## config.mk

```make
export PLATFORM = sky130hd
export DESIGN_NAME = serial_sub_controller
export DESIGN_NICKNAME = d
export VERILOG_FILES = /design/src/rtl/serial_sub_controller_pkg.sv /design/src/rtl/serial_sub_cell.sv /design/src/rtl/serial_sub_controller.sv
export SDC_FILE = /design/constraint.sdc
export NUM_CORES = 1
export LEC_CHECK = 0
export BUFFER_PORTS_ARGS = -buffer_cell sky130_fd_sc_hd__buf_2
export CAP_MARGIN = 10
export CORE_ASPECT_RATIO = 1.5
export CORE_MARGIN = 2
export CORE_UTILIZATION = 54
export DETAILED_ROUTE_END_ITERATION = 10
export HOLD_SLACK_MARGIN = 0.06
export PLACE_DENSITY_LB_ADDON = 0.15
export REMOVE_ABC_BUFFERS = 1
export SYNTH_ARGS = -nofsm -noshare
export SYNTH_HDL_FRONTEND = slang
export SYNTH_SLANG_ARGS = --single-unit
```

## constraint.sdc

```tcl
create_clock -name CLK -period 1.76 [get_ports CLK]
set_input_delay 0.088 -clock CLK [delete_from_list [all_inputs] [get_ports CLK]]
set_output_delay 0.088 -clock CLK [all_outputs]
set_load 0.1 [all_outputs]
```

## src/rtl/serial_sub_controller_pkg.sv

```systemverilog
// Shared types and helpers for the bit-serial subtractor: state encoding,
// default operand width and the one-bit full-subtractor equations.
package serial_sub_controller_pkg;

  localparam int DEFAULT_WIDTH = 8;

  // Encoding 2'b11 is unused and steers the FSM back to ST_IDLE
  typedef enum logic [1:0] {
    ST_IDLE   = 2'b00,
    ST_SHIFT  = 2'b01,
    ST_FINISH = 2'b10
  } state_t;

  function automatic logic sub_diff(input logic a, input logic b, input logic bin);
    return a ^ b ^ bin;
  endfunction

  function automatic logic sub_borrow(input logic a, input logic b, input logic bin);
    return (~a & b) | (~(a ^ b) & bin);
  endfunction

endpackage

```

## src/rtl/serial_sub_cell.sv

```systemverilog
// One-bit full-subtractor with its borrow flip-flop; the borrow only
// advances when EN is high and can be cleared synchronously via CLR.
module serial_sub_cell
  import serial_sub_controller_pkg::*;
(
  input  logic CLK,
  input  logic RST,
  input  logic CLR,
  input  logic EN,
  input  logic a,
  input  logic b,
  output logic d,
  output logic bq
);

  assign d = sub_diff(a, b, bq);

  always_ff @(posedge CLK or posedge RST) begin
    if (RST) begin
      bq <= 1'b0;
    end else if (CLR) begin
      bq <= 1'b0;
    end else if (EN) begin
      bq <= sub_borrow(a, b, bq);
    end
  end

endmodule

```

## src/rtl/serial_sub_controller.sv

```systemverilog
// Sequencer for the bit-serial subtractor: captures A/B, shifts them LSB-first
// through serial_sub_cell, and publishes DIFF/BORROW_OUT with a DONE pulse.
module serial_sub_controller
  import serial_sub_controller_pkg::*;
#(
  parameter int WIDTH = DEFAULT_WIDTH
) (
  input  logic             CLK,
  input  logic             RST,
  input  logic             START,
  input  logic [WIDTH-1:0] A,
  input  logic [WIDTH-1:0] B,
  output logic             BUSY,
  output logic             DONE,
  output logic [WIDTH-1:0] DIFF,
  output logic             BORROW_OUT
);

  localparam int CW = (WIDTH > 1) ? $clog2(WIDTH) : 1;
  localparam logic [CW-1:0] LAST_BIT = CW'(WIDTH - 1);

  state_t           state;
  logic [WIDTH-1:0] a_sr;
  logic [WIDTH-1:0] b_sr;
  logic [WIDTH-1:0] res_sr;
  logic [CW-1:0]    cnt;
  logic             cell_clr;
  logic             cell_en;
  logic             cell_d;
  logic             cell_bq;
  logic             bnext;

  // The borrow is cleared on the accepting edge so every operation starts clean
  assign cell_clr = (state == ST_IDLE) && START;
  assign cell_en  = (state == ST_SHIFT);
  assign bnext    = sub_borrow(a_sr[0], b_sr[0], cell_bq);

  serial_sub_cell u_cell (
    .CLK (CLK),
    .RST (RST),
    .CLR (cell_clr),
    .EN  (cell_en),
    .a   (a_sr[0]),
    .b   (b_sr[0]),
    .d   (cell_d),
    .bq  (cell_bq)
  );

  always_ff @(posedge CLK or posedge RST) begin
    if (RST) begin
      state      <= ST_IDLE;
      a_sr       <= '0;
      b_sr       <= '0;
      res_sr     <= '0;
      cnt        <= '0;
      BUSY       <= 1'b0;
      DONE       <= 1'b0;
      DIFF       <= '0;
      BORROW_OUT <= 1'b0;
    end else begin
      case (state)
        ST_IDLE: begin
          DONE <= 1'b0;
          if (START) begin
            a_sr   <= A;
            b_sr   <= B;
            res_sr <= '0;
            cnt    <= '0;
            BUSY   <= 1'b1;
            state  <= ST_SHIFT;
          end
        end
        ST_SHIFT: begin
          a_sr   <= a_sr >> 1;
          b_sr   <= b_sr >> 1;
          res_sr <= {cell_d, res_sr[WIDTH-1:1]};
          cnt    <= cnt + 1'b1;
          // Outputs are only written here, so they never expose partial results
          if (cnt == LAST_BIT) begin
            DIFF       <= {cell_d, res_sr[WIDTH-1:1]};
            BORROW_OUT <= bnext;
            BUSY       <= 1'b0;
            DONE       <= 1'b1;
            state      <= ST_FINISH;
          end
        end
        ST_FINISH: begin
          DONE  <= 1'b0;
          state <= ST_IDLE;
        end
        default: begin
          BUSY  <= 1'b0;
          DONE  <= 1'b0;
          state <= ST_IDLE;
        end
      endcase
    end
  end

endmodule
```

==> results of run 1 <==
[area by class of cell]
type	count	share of cell area [%]
clock buffer	6	3.98
tap	40	2.41
clock inverter	2	0.483
multi-input combinational	86	31.4
inverter	12	2.17
sequential	40	48.3
timing repair buffer	40	11.3
[power by group]
part	internal, mW	leakage [nW]	switching, mW
Sequential	1.33	0.494	0.231
Clock	0.313	0.0510	0.310
Combinational	0.690	0.466	1.41
Total	2.33	1.01	1.95
[through the flow]
stage	cell area (sq um)	total power [mW]	hold WS, ns	setup slack (ns)	utilization [%]
finish	2070	4.28	0.0988	0.176	66.3
global route	2070	4.56	0.141	0.0820	66.3
CTS	2070	4.33	0.0948	0.169	66.3
detailed placement	1950	3.69	0.237	0.190	62.4
global placement	1950	3.60	0.224	0.249	62.4
floorplan	1700	3.20	0.224	0.175	-
[routing by layer]
metal / global-route usage, % / part of all wire (%) / vias to the layer above
met4: 9.61 / 1.9 / 0
met5: 0 / 0 / -
li1: - / - / 601
met1: 23.6 / 41 / 633
met2: 39.9 / 54 / 24
met3: 4.88 / 3.7 / 5
[state kept, by name, summed over array words and instances, names as in the netlist]
register / flops
a_sr: 8
cnt: 3
b_sr: 8
state: 2
u_cell.bq: 1
DIFF: 8
res_sr: 7
BORROW_OUT: 1
DONE: 1
BUSY: 1
[worst min-delay path by stage]
stage	startpoint	endpoint	slack [ns]
after detailed placement	RST	res_sr[2]$_DFFE_PP0P_	0.24
after CTS	B[4]	b_sr[4]$_DFFE_PP0P_	0.09
after floorplan	A[7]	a_sr[7]$_DFFE_PP0P_	0.22
final	B[4]	b_sr[4]$_DFFE_PP0P_	0.1
after global routing	B[4]	b_sr[4]$_DFFE_PP0P_	0.14
after global placement	RST	DIFF[2]$_DFFE_PP0P_	0.22
[synth_stat cells]
cell type | n | area, sq um
dfrtp_1 | 40 | 1000
inv_1 | 11 | 41.3
nand2_1 | 10 | 37.5
a21oi_1 | 9 | 45.0
a22o_1 | 9 | 78.8
mux2_2 | 8 | 90.1
nor3b_1 | 7 | 52.6
o22a_1 | 7 | 61.3
nor2_1 | 6 | 22.5
o21ai_0 | 6 | 30.0
or4b_1 | 6 | 60.1
o311a_1 | 5 | 50.1
buf_2 | 4 | 20.0
buf_4 | 2 | 15.0
buf_6 | 2 | 22.5
ha_1 | 2 | 25.0
a211oi_1 | 1 | 7.51
a32o_1 | 1 | 10.0
and2b_1 | 1 | 7.51
clkbuf_2 | 1 | 5.00
fa_1 | 1 | 20.0
inv_2 | 1 | 3.75
nand2b_1 | 1 | 6.26
nand3b_1 | 1 | 7.51
nor2_2 | 1 | 6.26
nor3_1 | 1 | 5.00
o21ba_2 | 1 | 10.0
o21bai_2 | 1 | 11.3
o22ai_1 | 1 | 6.26
[worst max-delay path, cell delays in order, from the launching register on]
cell and delay, ns:
dfrtp_1 0.40, ha_1 0.21, ha_1 0.23, nand3b_1 0.10, buf_4 0.18, mux2_2 0.35
[repair_timing]
action	CTS	global route
hold endpoints to repair	42	0
setup buffers	0	0
hold buffers	3	0
[logic make-up after synthesis]
family / synth area share (%)
AO/OA/AOI/OAI: 17.6
adder cells (fa/ha/maj): 2.56
buffers and inverters: 6.12
flip-flops: 56.9
multiplexers: 5.12
AND/OR/NAND/NOR: 11.7
==> impl_metrics.env, run 1 <==
export IMPL_status="complete, no violations"
export IMPL_ioPinCount=30
export IMPL_htreeDepth=2
export IMPL_worstMarginPinSlew_ns=0.494
export IMPL_fp_coreArea_sq_um=3130
export IMPL_vias_per_cell=5.59
export IMPL_fp_dieH_um=73.9
export IMPL_min_path_type="primary input to flip-flop"
export IMPL_start_util_pct=56.2
export IMPL_clk_latency_ns=0.29
export IMPL_fmax_mhz=631
export IMPL_ff_latch_area_sq_um=1000
export IMPL_finalSetupViolCount=0
export IMPL_crit_path_end="DIFF[0]$_DFFE_PP0P_"
export IMPL_peakVddDrop_v=0.000993
export IMPL_ys_seq_area_share_pct=56.9
export IMPL_finalClockSkew_ns=0.00788
export IMPL_drive_gt1_share_pct=30.6
export IMPL_period_share_pct=90.0
export IMPL_rsz0062_at_grt="false"
export IMPL_grt_pass1_wl_mm=6.03
export IMPL_dieArea_sq_um=3740
export IMPL_vias=1263
export IMPL_layout_min_cycle_time_ns=1.58
export IMPL_worstHoldPathCells=3
export IMPL_port_buffers=29
export IMPL_end_kind="flip-flop"
export IMPL_clkSinkCount=40
export IMPL_yosysUniqueCellTypes=29
export IMPL_placed_cells=215
export IMPL_first_pass_iters=4
export IMPL_cts_made_buffers=5
export IMPL_syn2layout_area_growth_pct=17.9
export IMPL_reg2reg_setup_slack_ns=0.18
export IMPL_gp_congestion=0.717
export IMPL_fin_nets=207
export IMPL_ys_seq_elements=40
export IMPL_antenna_left=0
export IMPL_ys_warn_count=0
export IMPL_tritoncts="yes"
export IMPL_grtUsageTotal_pct=21.7
export IMPL_final_cell_mix="40 x dfrtp_1, 29 x buf_2, 11 x inv_1"
export IMPL_critPathKind="flip-flop to flip-flop"
export IMPL_syn_cell_area_sq_um=1760
export IMPL_worst_r2r_path_depth=5
export IMPL_grt_pass1_vias=1375
export IMPL_max_cap_violations=0
export IMPL_p_per_area_nw_per_um2=2070
export IMPL_hpwl_mm=2.35
export IMPL_required_ns=1.93
export IMPL_mostFrequentLayoutCell="dfrtp_1"
export IMPL_cts_buffer_depth=2
export IMPL_hold_viol=0
export IMPL_drt_iter0_drc=11
export IMPL_avgRoutedWirePerCell_um=14.6
export IMPL_worstPathMaxFanout=11
export IMPL_fillers=266
export IMPL_r2r_end="DIFF[0]$_DFFE_PP0P_"
export IMPL_routed_wl_mm=3.30
export IMPL_antenna_cells=0
export IMPL_instances_no_fill=226
export IMPL_setup_tns_final_ns=0
export IMPL_clkTransAtPathRegs_ns=0.08
export IMPL_antenna_found_initial=0
export IMPL_slew_violations=0
export IMPL_crit_start="cnt[0]$_DFFE_PP0P_"
export IMPL_drc=0
export IMPL_synthesis_instances=147
export IMPL_start_kind="flip-flop"
export IMPL_worst_ep_arrival_time_ns=1.76
export IMPL_multiInputGateArea_sq_um=651
export IMPL_grt_overflow=0
export IMPL_fp_row_count=25
export IMPL_die_w_um=50.6
export IMPL_root_buffer="clkbuf_8"
export IMPL_slew_headroom_pct=67.1
export IMPL_syn_avg_cell_area_sq_um=12.0
export IMPL_r2r_start="cnt[0]$_DFFE_PP0P_"
export IMPL_cts_resized_gates=0
export IMPL_p_leak_nw=1.01
export IMPL_grt_max_degree=41
Note: power is estimated with default switching activity, not from simulation.
==> inputs of run 2 (changes only) <==
--- a/config.mk
+++ b/config.mk
@@ -9,7 +9,7 @@
 export CAP_MARGIN = 10
 export CORE_ASPECT_RATIO = 1.5
 export CORE_MARGIN = 2
-export CORE_UTILIZATION = 54
+export CORE_UTILIZATION = 49
 export DETAILED_ROUTE_END_ITERATION = 10
 export HOLD_SLACK_MARGIN = 0.06
 export PLACE_DENSITY_LB_ADDON = 0.15
==> constraint.sdc (replaced) <==
create_clock -name CLK -period 1.4 [get_ports CLK]
set_input_delay 0.07 -clock CLK [delete_from_list [all_inputs] [get_ports CLK]]
set_output_delay 0.07 -clock CLK [all_outputs]
set_load 0.1 [all_outputs]
==> impl_metrics.env, run 2 (same netlist as run 1, synthesis figures left out) <==
export IMPL_cpPeakStageDelay_ns=0.42
export IMPL_fp_dieH_um=77.4
export IMPL_setup_ws_ns=-0.0843
export IMPL_clkTransAtPathRegs_ns=0.07
export IMPL_crit_top_cell="ha_4"
export IMPL_post_place_ws_ns=-0.101
export IMPL_worstMarginPinSlew_ns=0.504
export IMPL_fin_nets=212
export IMPL_p_leak_nw=1.10
export IMPL_period_share_pct=106
export IMPL_dieArea_sq_um=4100
export IMPL_drive_gt1_share_pct=33.7
export IMPL_required_ns=1.58
export IMPL_syn2layout_area_growth_pct=28.1
export IMPL_first_pass_iters=4
export IMPL_slew_headroom_pct=66.4
export IMPL_antenna_left=0
export IMPL_cts_buffer_depth=2
export IMPL_worstPathMaxFanout=5
export IMPL_vias_per_cell=5.46
export IMPL_antenna_found_initial=0
export IMPL_worst_hold_slack_ns=0.0804
export IMPL_layout_min_cycle_time_ns=1.48
export IMPL_htreeDepth=2
export IMPL_worst_ep_arrival_time_ns=1.66
export IMPL_antenna_cells=0
export IMPL_peakVddDrop_v=0.00168
export IMPL_grt_pass1_vias=1326
export IMPL_drt_iter0_drc=23
export IMPL_placed_cells=219
export IMPL_root_buffer="clkbuf_8"
export IMPL_cts_made_buffers=5
export IMPL_grt_overflow=0
export IMPL_violations="setup timing"
export IMPL_grt_pass1_wl_mm=6.11
export IMPL_crit_chain="ha_4 -> ha_4 -> nand3b_1 -> buf_6 -> buf_12 -> mux2_4"
export IMPL_avgRoutedWirePerCell_um=15.2
export IMPL_finalClockSkew_ns=0.00452
export IMPL_fin_area_sq_um=2250
export IMPL_ioPinCount=30
export IMPL_max_cap_violations=0
export IMPL_clkSinkCount=40
export IMPL_start_util_pct=51.5
export IMPL_fp_row_count=26
export IMPL_routed_wl_mm=3.53
export IMPL_die_w_um=52.9
export IMPL_multiInputGateArea_sq_um=708
export IMPL_start_kind="flip-flop"
export IMPL_critPathKind="flip-flop to flip-flop"
export IMPL_hpwl_mm=2.29
export IMPL_hold_viol=0
export IMPL_final_cell_mix="40 x dfrtp_1, 29 x buf_2, 11 x inv_1"
export IMPL_reg_top3="DIFF (8), a_sr (8), b_sr (8)"
export IMPL_vias=1266
export IMPL_status="complete, but fails checks"
export IMPL_grtUsageTotal_pct=20.3
export IMPL_finalSetupViolCount=8
export IMPL_end_kind="flip-flop"
export IMPL_slowest_stage="dfrtp_1"
export IMPL_fillers=293
export IMPL_fmax_mhz=674
export IMPL_min_path_type="primary input to flip-flop"
export IMPL_instances_no_fill=232
export IMPL_tritoncts="yes"
export IMPL_clk_latency_ns=0.29
export IMPL_grt_max_degree=41
export IMPL_rsz0062_at_grt="true"
export IMPL_placed_area_sq_um=2020
export IMPL_port_buffers=29
export IMPL_drc=0
export IMPL_fp_coreArea_sq_um=3420
export IMPL_mostFrequentLayoutCell="dfrtp_1"
export IMPL_p_per_area_nw_per_um2=2560
export IMPL_setup_tns_final_ns=-0.625
export IMPL_reg2reg_setup_slack_ns=-0.08
export IMPL_ff_latch_area_sq_um=1000
export IMPL_gp_congestion=0.704
export IMPL_slew_violations=0
==> run 2: report_power, final <==
group	switching (mW)	total [mW]	internal, mW	leakage, nW
logic	1.85	2.99	1.14	0.555
clock network	0.372	0.810	0.439	0.0503
registers	0.298	1.97	1.67	0.494
total	2.52	5.77	3.25	1.10
==> run 2: final cells by class <==
type                       instances  area share, %
timing repair buffer              45           15.5
inverter                          12           2.00
sequential                        40           44.4
tap                               42           2.33
clock buffer                       7           4.28
multi-input combinational         86           31.4
==> run 2: path summary, 6_finish.rpt <==
kind	startpoint	to	depth (start not counted)
setup / recovery	cnt[0]$_DFFE_PP0P_	DIFF[1]$_DFFE_PP0P_	6
hold / removal	B[4]	b_sr[4]$_DFFE_PP0P_	3
setup reg to reg	cnt[0]$_DFFE_PP0P_	DIFF[1]$_DFFE_PP0P_	6
max in group asynchronous	RST	b_sr[3]$_DFFE_PP0P_	4
min in group asynchronous	RST	res_sr[2]$_DFFE_PP0P_	4
hold reg to reg	DONE$_DFFE_PP0P_	DONE$_DFFE_PP0P_	2
==> run 2: per-stage QoR <==
stage / power, mW / util, %
floorplan: 4.02 / -
global placement: 4.67 / 59.1
detailed placement: 4.76 / 59.1
CTS: 5.77 / 65.3
global route: 6.14 / 66.0
finish: 5.77 / 66.0
==> run 2: critical path: cells and delay by family, from the launching register on <==
kind	cells	cell delay [ns]
DFF	1	0.42
muxes	1	0.29
buffers and inverters	2	0.25
adders and majority gates	2	0.33
and+or+nand+nor	1	0.09
==> run 2: what timing repair did <==
item / 4_1_cts / 5_1_grt
pin swaps: 3 / 2
hold buffers: 3 / 0
hold endpoints to repair: 42 / 0
resized for setup: 14 / 3
buffers inserted: 1 / 1
endpoints found under the setup margin: 8 / 9
cloned: 1 / 0
==> run 2: per-layer routing <==
| metal | global-route usage [%] | vias to the layer above | wire length (um) |
|---|---|---|---|
| li1 | - | 614 | - |
| met1 | 25.2 | 621 | 1520 |
| met2 | 33.3 | 26 | 1810 |
| met3 | 5.77 | 5 | 138 |
| met4 | 6.92 | 0 | 59 |
| met5 | 0 | - | 0 |
